===== src/rtl/mips_mem_pkg.sv =====
// Shared memory-stage types: store-kind encoding, buffered store entry and byte-mask helper.
package mips_mem_pkg;

  typedef enum logic [2:0] {
    ST_NONE = 3'd0,
    ST_SB   = 3'd1,
    ST_SH   = 3'd2,
    ST_SW   = 3'd3,
    ST_SWL  = 3'd4,
    ST_SWR  = 3'd5
  } stMode_e;

  typedef struct packed {
    logic [29:0] wordAddr;
    logic [31:0] data;
    logic [3:0]  be;
  } stEntry_t;

  function automatic logic [31:0] beToMask(input logic [3:0] be);
    return {{8{be[3]}}, {8{be[2]}}, {8{be[1]}}, {8{be[0]}}};
  endfunction

endpackage


===== src/rtl/store_lane_align.sv =====
// Store lane alignment: mode/byte offset/rt -> byte enables, lane-aligned data, misalignment flag.
module store_lane_align
  import mips_mem_pkg::*;
(
  input  logic [2:0]  mode,
  input  logic [1:0]  byteOff,
  input  logic [31:0] rtData,
  output logic [3:0]  be,
  output logic [31:0] data,
  output logic        err,
  output logic        legal
);

  logic [4:0] shiftAmt;
  assign shiftAmt = {byteOff, 3'b000};

  always_comb begin
    be    = '0;
    data  = '0;
    err   = 1'b0;
    legal = 1'b0;
    case (mode)
      ST_SB: begin
        be    = 4'b0001 << byteOff;
        data  = {24'b0, rtData[7:0]} << shiftAmt;
        legal = 1'b1;
      end
      ST_SH: begin
        if (byteOff[0]) begin
          err = 1'b1;
        end else begin
          be    = 4'b0011 << byteOff;
          data  = {16'b0, rtData[15:0]} << shiftAmt;
          legal = 1'b1;
        end
      end
      ST_SW: begin
        if (byteOff != 2'd0) begin
          err = 1'b1;
        end else begin
          be    = 4'b1111;
          data  = rtData;
          legal = 1'b1;
        end
      end
      // SWL keeps the top k+1 bytes of rt; ~k equals 3-k for a 2-bit offset
      ST_SWL: begin
        be    = 4'b1111 >> (~byteOff);
        data  = rtData >> {~byteOff, 3'b000};
        legal = 1'b1;
      end
      ST_SWR: begin
        be    = 4'b1111 << byteOff;
        data  = rtData << shiftAmt;
        legal = 1'b1;
      end
      default: ;
    endcase
  end

endmodule


===== src/rtl/store_buffer_m.sv =====
// M-stage store buffer: aligns stores, queues them in a FIFO and drains over req/ack.
// Optional macro STBUF_COALESCE_EN merges a store into the tail entry when it targets the same word.
module store_buffer_m
  import mips_mem_pkg::*;
#(
  parameter int DEPTH = 4,
  parameter int CNT_W = $clog2(DEPTH + 1)
) (
  input  logic             clk,
  input  logic             reset,
  input  logic             st_valid,
  input  logic [2:0]       st_mode,
  input  logic [31:0]      st_addr,
  input  logic [31:0]      st_data,
  output logic             st_ready,
  output logic             st_err,
  output logic             mem_req,
  output logic [29:0]      mem_addr,
  output logic [31:0]      mem_wdata,
  output logic [3:0]       mem_be,
  input  logic             mem_ack,
  input  logic [31:0]      ld_addr,
  output logic             ld_hit,
  output logic [CNT_W-1:0] count,
  output logic             empty
);

  localparam int PTR_W = $clog2(DEPTH);

  stEntry_t         entries [DEPTH];
  logic [DEPTH-1:0] validVec;
  logic [PTR_W-1:0] headPtr, tailPtr;
  logic [CNT_W-1:0] cnt;
  logic             errQ;

  logic [3:0]  newBe;
  logic [31:0] newData;
  logic        alignErr, alignLegal;
  logic        notFull, mergeOk, accept, doPush, pop;
  logic        unusedLdBits;

  store_lane_align uAlign (
    .mode    (st_mode),
    .byteOff (st_addr[1:0]),
    .rtData  (st_data),
    .be      (newBe),
    .data    (newData),
    .err     (alignErr),
    .legal   (alignLegal)
  );

  assign notFull = (cnt < CNT_W'(DEPTH));
  assign mem_req = (cnt != '0);
  assign pop     = mem_req & mem_ack;

`ifdef STBUF_COALESCE_EN
  logic [PTR_W-1:0] tailLast;
  stEntry_t         mergedEntry;

  assign tailLast = tailPtr - PTR_W'(1);
  // The head on the bus must stay stable, so it is never a merge target
  assign mergeOk  = validVec[tailLast]
                    && (entries[tailLast].wordAddr == st_addr[31:2])
                    && !(mem_req && (tailLast == headPtr));

  always_comb begin
    mergedEntry          = entries[tailLast];
    mergedEntry.be       = entries[tailLast].be | newBe;
    mergedEntry.data     = (entries[tailLast].data & ~beToMask(newBe)) | (newData & beToMask(newBe));
  end
`else
  assign mergeOk = 1'b0;
`endif

  assign st_ready = notFull | mergeOk;
  assign accept   = st_valid & alignLegal & st_ready;
  assign doPush   = accept & !mergeOk;

  always_ff @(posedge clk or negedge reset) begin
    if (!reset) begin
      headPtr  <= '0;
      tailPtr  <= '0;
      cnt      <= '0;
      validVec <= '0;
      errQ     <= 1'b0;
    end else begin
      errQ <= st_valid & alignErr;
      if (pop) begin
        validVec[headPtr] <= 1'b0;
        headPtr           <= headPtr + PTR_W'(1);
      end
      if (doPush) begin
        validVec[tailPtr] <= 1'b1;
        tailPtr           <= tailPtr + PTR_W'(1);
      end
      cnt <= cnt + CNT_W'(doPush) - CNT_W'(pop);
    end
  end

  // Entry storage needs no reset: validVec and cnt gate every use of it
  always_ff @(posedge clk) begin
    if (doPush) begin
      entries[tailPtr] <= '{wordAddr: st_addr[31:2], data: newData, be: newBe};
    end
`ifdef STBUF_COALESCE_EN
    else if (accept && mergeOk) begin
      entries[tailLast] <= mergedEntry;
    end
`endif
  end

  assign mem_addr  = mem_req ? entries[headPtr].wordAddr : '0;
  assign mem_wdata = mem_req ? entries[headPtr].data     : '0;
  assign mem_be    = mem_req ? entries[headPtr].be       : '0;
  assign count     = cnt;
  assign empty     = (cnt == '0);
  assign st_err    = errQ;

  always_comb begin
    ld_hit = 1'b0;
    for (int i = 0; i < DEPTH; i++) begin
      if (validVec[i] && (entries[i].wordAddr == ld_addr[31:2])) ld_hit = 1'b1;
    end
  end

  assign unusedLdBits = ^ld_addr[1:0];

endmodule


===== config.mk =====
export PLATFORM = sky130hd
export DESIGN_NAME = store_buffer_m
export DESIGN_NICKNAME = d
export VERILOG_FILES = /design/src/rtl/mips_mem_pkg.sv /design/src/rtl/store_lane_align.sv /design/src/rtl/store_buffer_m.sv
export SDC_FILE = /design/constraint.sdc
export NUM_CORES = 1
export LEC_CHECK = 0
export CAP_MARGIN = 20
export CORE_AREA = 3 3 286 175
export DETAILED_ROUTE_END_ITERATION = 7
export DIE_AREA = 0 0 289 178
export PLACE_DENSITY = 0.42
export SLEW_MARGIN = 20
export SYNTH_ARGS = -nofsm -noshare
export SYNTH_HDL_FRONTEND = slang
export SYNTH_SLANG_ARGS = --single-unit

===== constraint.sdc =====
create_clock -name clk -period 3.2 [get_ports clk]
set_clock_uncertainty 0.05 [all_clocks]
set_input_delay 0.64 -clock clk [delete_from_list [all_inputs] [get_ports clk]]
set_output_delay 0.64 -clock clk [all_outputs]
set_load 0.03 [all_outputs]

* After elaboration in Yosys (flattened, before gate mapping) *
Memories as Yosys holds them, arrays and structs flattened.
Cells that the tools add are included.

word-level totals
  latch bits = 0
  register bits = 12
  output and inout bits = 74
  memory bits (read-only) = 0
  bits in writable memories = 264
  input port bits = 103
  memories kept = 1

cells by class
  muxes and demuxes = 27
  bitwise gates (word level) = 8
  eq/ne operators = 9
  reductions and logical operators = 10
  divide/modulo/power cells = 0
  $lt $le $gt $ge = 5
  add/sub/neg operators = 4
  $mul = 0
  shift-type cells = 8

memory list
  memory   words  width  rd ports  clocked after memory_dff  write ports  RTL line              source
  entries  4      66     5         0                         1            store_buffer_m.sv:30  stEntry_t entries [DEPTH];

operators by type and width
  operator                                                    number
  one-hot mux 32 bit (5 select lines)                         1
  equality test 30 bit                                        4
  two-way mux 32 bit                                          3
  << shifter 16 x 5 -> 32 bit                                 1
  << shifter 32 x 5 -> 32 bit                                 1
  << shifter 8 x 5 -> 32 bit                                  1
  right shift 32 x 5 -> 32 bit                                1
  two-way mux 30 bit                                          1
  two-way mux 4 bit                                           5
  one-hot mux 4 bit (5 select lines)                          1
  two-way mux 1 bit                                           12
  equality test 3 x 2 -> 1 bit, second input constant         2
  equality test 3 bit, second input constant                  2
  logical AND 1 bit                                           6
  less-than comparator 2 x 3 -> 1 bit, second input constant  2
  adder 2 x 1 -> 2 bit, second input constant                 2
  AND 1 bit                                                   4
  AND 4 bit                                                   1
  demux 1 bit (select 2 bit)                                  2
  >= comparator 2 x 1 -> 1 bit, second input constant         2
  inverter 4 bit                                              1
  bitwise OR 4 bit                                            1
  << shifter 1 x 2 -> 4 bit, first input constant             1
  << shifter 2 x 2 -> 4 bit, first input constant             1
  other kinds (13)                                            13

* Depth between registers and ports, before layout *
  depth after elaboration = 9
  depth in mapped cells = 13
  depth with buffers taken out = 11

* Modules after synthesis *
From an unflattened synthesis, not the netlist that was laid out.

unflattened totals
  cells, all modules = 838
  area, all modules = 13367.8 µm²

by module, submodules not included
  module            times used  cells an instance  seq. area each (µm²)  area an instance (µm²)
  store_buffer_m    1           654                8227.9                12002.8
  store_lane_align  1           184                0.0                   1365.1

* Least setup slack after synthesis *
No wires, ideal clock.

  path kind = input to register
  start = input st_addr[0]
  end = memory entries[0][0] in the netlist's numbering, enable pin
  cell stages on the path = 6
  arrival time = 2.995 ns
  slack = -0.277 ns
  buffers on the path = 2
  data required time = 2.718 ns
  cells stage by stage = buf_2 a21o_1 o21ai_1 nor4bb_1 buf_2 and2_1

on the way
  word-level cells in the longest chain between the ends = 7
  elaborated cells between the ends (all ways) = 8
  those cells by class = mux (5); bitwise (2); reduce/logical (1)

ends and longest elaborated chain
  element                                    RTL line                source
  from (decl)                                store_buffer_m.sv:13    input logic [31:0] st_addr,
  nonzero test 2 bit                         store_lane_align.sv:38  if (byteOff != 2'd0) begin
  two-way mux 1 bit                          store_lane_align.sv:38
  one-hot mux 1 bit (3 select lines) *       store_lane_align.sv:22  case (mode)
  AND 1 bit * (2 in series)                  store_buffer_m.sv:76    assign accept = st_valid & alignLegal & st_ready;
  two-way mux 1 bit *                        store_buffer_m.sv:102   if (doPush) begin
  two-way mux 1 bit (not written as such) *  store_buffer_m.sv:103   entries[tailPtr] <= '{wordAddr: st_addr[31:2], data: newData, be: newBe};
  to (decl)                                  store_buffer_m.sv:30

Mark *: on every way between the ends. The rest lies on a longest branch, timed or not.

* Worst setup path in the final report *
  start = input ld_addr[2]
  end = output ld_hit

on the way
  word-level cells in the longest chain between the ends = 6
  elaborated cells between the ends (all ways) = 12
  those cells by class = eq/ne (4); mux (4); reduce/logical (4)

ends and longest elaborated chain
  element                          RTL line               source
  from (decl)                      store_buffer_m.sv:22   input logic [31:0] ld_addr,
  equality test 30 bit             store_buffer_m.sv:122  if (validVec[i] && (entries[i].wordAddr == ld_addr[31:2])) ld_hit = 1'b1;
  logical AND 1 bit                store_buffer_m.sv:122
  two-way mux 1 bit (3 in series)  store_buffer_m.sv:122
  two-way mux 1 bit *              store_buffer_m.sv:122
  to (decl)                        store_buffer_m.sv:23   output logic ld_hit,

Marks and branches as above.

==> results.py <==
metrics = {
    "die": {
        "fp-row-count": 62,
        "die_x_um": 289,
        "die_area_um2": 51400,
        "ios": 177,
        "start_util_pct": 27.9,
        "coreArea_um2": 47600,
        "die_height_um": 178,
    },
    "power": {
        "power_uw": 13300,
        "vdd_drop_max_uv": 478,
        "leakagePower_uw": 0.00602,
        "power_density_nw_per_um2": 766,
    },
    "worst_setup_path": {
        "crit_path_start_kind": "input port",
        "cp.required_ns": 2.51,
        "endpoint_kind": "primary output",
        "cp_max_fo": 4,
        "critPathKind": "in -> out",
        "crit_arrival_ns": 2.46,
    },
    "logic_synthesis": {
        "seq_area_frac_synth_pct": 61.9,
        "netlist_instances": 860,
        "synth_ff_type": "edfxtp_1",
        "synth_xor_area_share_pct": 8.23,
        "yosys.area_share.simple_pct": 8.08,
        "syn_avg_cell_area_um2": 15.5,
        "yosys_warnings": 0,
        "synth_top_family_by_area": "multiplexers",
        "syn_area_um2": 13300,
        "synth_compound_area_share_pct": 5.06,
        "async_flop_share_pct": 4.35,
        "syn_nets": 974,
        "synth-edff-count": 264,
        "synthMuxAreaShare_pct": 13.1,
        "synth-adder-area-share_pct": 1.09,
        "synth_seq_cells": 276,
        "synth_cell_types": 49,
    },
    "layout": {
        "nets": 1214,
        "areaGrowthSynthToFinish_pct": 31.0,
        "fillCellCount": 4581,
        "multi_input_area_um2": 4810,
        "final_common_cell": "edfxtp_1",
        "mostFrequentLayoutCells": "264 x edfxtp_1, 101 x clkdlybuf4s50_1, 94 x buf_4",
        "drive_above_1_share_pct": 23.0,
        "final_area_um2": 17400,
        "seqCellArea_um2": 8240,
    },
    "timing": {
        "grt_setup_unrepaired": "yes",
        "period_share_pct": 98.3,
        "tightestPinTransition_ns": 0.837,
        "tns_ns": 0,
        "relSlewSlack_pct": 43.8,
        "min_period_ns": 3.15,
        "hold_viol_final": 0,
        "final_max_slew_viol_count": 0,
        "finalHoldWorstSlack_ns": 0.454,
        "setup_viol": 0,
        "fmax_mhz": 318,
    },
    "cts": {
        "htree_levels": 1,
        "worst_skew_pair.late_latency_ns": 0.54,
        "cts_buffer_depth": 3,
        "cts_tree": "yes",
        "path_clk_slew_ns": 0.07,
        "cts_root_buffer": "clkbuf_16",
        "clock-sinks": 276,
        "cts_buffers": 28,
    },
    "job": {
        "maxCapViolations": 0,
    },
    "drt": {
        "drc_errors": 0,
        "ant_nets": 0,
        "routed_via_density": 4.77,
        "firstDrtPassIters": 5,
        "vias": 8425,
        "wl_per_cell_um": 23.5,
        "drt_iter0_markers": 738,
        "wl_um": 41500,
    },
    "placed_design": {
        "dpl_cell_area_um2": 16400,
        "dp_hpwl_um": 29900,
        "numPortBuffers": 174,
        "globalplace.congestion": 0.812,
    },
    "global_routing": {
        "grt_first_pass_wirelength_um": 59500,
        "grt_pass1_vias": 8486,
        "use_met2_pct": 21.7,
        "gr-usage-met1_pct": 26.4,
        "gr-usage-met3_pct": 2.52,
        "grt_start_max_net_pins": 52,
        "antenna_found_initial": 3,
        "track_usage_pct": 15.9,
        "grt_busiest_layer": "met1",
        "grt-ovfl-total": 0,
    },
    "worst_hold_path": {
        "hold_path.class": "reg -> reg",
    },
    "status": {
        "run_status": "completed",
    },
}
-- through the flow --
| step | utilization [%] | setup slack (ns) | instances |
|---|---|---|---|
| floorplan | - | 0.425 | 860 |
| global placement | 34.5 | -0.0592 | 1706 |
| detailed placement | 34.5 | -0.0413 | 1706 |
| CTS | 36.4 | 0.000464 | 1760 |
| global route | 36.5 | -0.00627 | 1762 |
| finish | 36.6 | 0.0531 | 1767 |
-- final cells by class --
| class | count | share of cell area [%] |
|---|---|---|
| diodes | 7 | 0.101 |
| clock buffers | 35 | 4.30 |
| clock inverters | 15 | 0.690 |
| inverters | 11 | 0.237 |
| multi-input cells | 514 | 27.6 |
| flip-flops and latches | 276 | 47.3 |
| well taps | 640 | 4.60 |
| repair buffers | 269 | 15.2 |
-- flip-flops by register name (all words and copies together), names as in the netlist --
name and flops:
tailPtr 2, validVec 4, st_err 1, count 3
entries 264, headPtr 2
-- repair_timing --
| item | 4_1_cts | 5_1_grt |
|---|---|---|
| pin swaps | 0 | 4 |
| endpoints found under the setup margin | 47 | 3 |
| hold buffers | 0 | 0 |
| setup buffers | 2 | 0 |
| gates cloned | 2 | 0 |
| gates resized for setup | 59 | 14 |
-- critical path, stage by stage --
cell,delay [ns]
clkdlybuf4s50_1,0.53
xnor2_1,0.27
nand4_1,0.19
nor4_2,0.38
nand4_1,0.12
nand4_1,0.17
buf_6,0.15
-- cells by family (layout without fill, tap and decap cells) --
| kind of cell | count (synthesis) | count (layout) |
|---|---|---|
| buf+inv | 70 | 330 |
| flops | 276 | 276 |
| fa+ha+maj | 11 | 11 |
| compound gates | 99 | 99 |
| other cells | 0 | 7 |
| xor+xnor | 125 | 125 |
| mux | 91 | 91 |
| simple gates | 188 | 188 |
-- report_power, final --
| group | switching [µW] | leakage, µW | internal [µW] |
|---|---|---|---|
| clock network | 1370 | 0.000426 | 1800 |
| registers | 178 | 0.00256 | 4320 |
| logic | 3240 | 0.00303 | 2410 |
-- worst paths after layout --
path | start | endpoint | slack (ns) | cells past startpoint
hold reg to reg | validVec[0] | validVec[0] | 0.45 | 1
setup reg to reg | count[2] | count[2] | 0.41 | 10
hold / removal | validVec[0] | validVec[0] | 0.45 | 1
max in group asynchronous | reset | headPtr[1] | 2.13 | 1
setup / recovery | ld_addr[2] | ld_hit | 0.05 | 7
min in group asynchronous | reset | st_err | 0.46 | 1
-- Yosys cell counts, drive strengths merged (3+ instances only) --
cell type	n	area [µm²]
a21o	10	75.1
and2	72	450
dfrtp	12	300
nand2b	3	21.3
mux2i	16	160
buf	27	174
o21ai	28	148
edfxtp	264	7930
a21oi	21	109
xor2	44	385
o22ai	4	25.0
nor4	16	100
mux4	66	1490
nor2b	4	25.0
o221ai	8	70.1
a22oi	12	90.1
ha	10	125
nor2	23	86.3
xnor2	81	709
nand2	32	120
inv	11	41.3
mux2	9	101
nand4	25	156
clkbuf	32	120
a222oi	6	60.1
-- layer usage --
metal | up-vias | share of wire, % | wire length, µm
met3 | 39 | 5.3 | 2220
met5 | - | 0 | 0
li1 | 3800 | - | -
met1 | 4362 | 53 | 21900
met4 | 0 | 1.2 | 488
met2 | 224 | 41 | 17000
(Power assumes the default switching activity.)
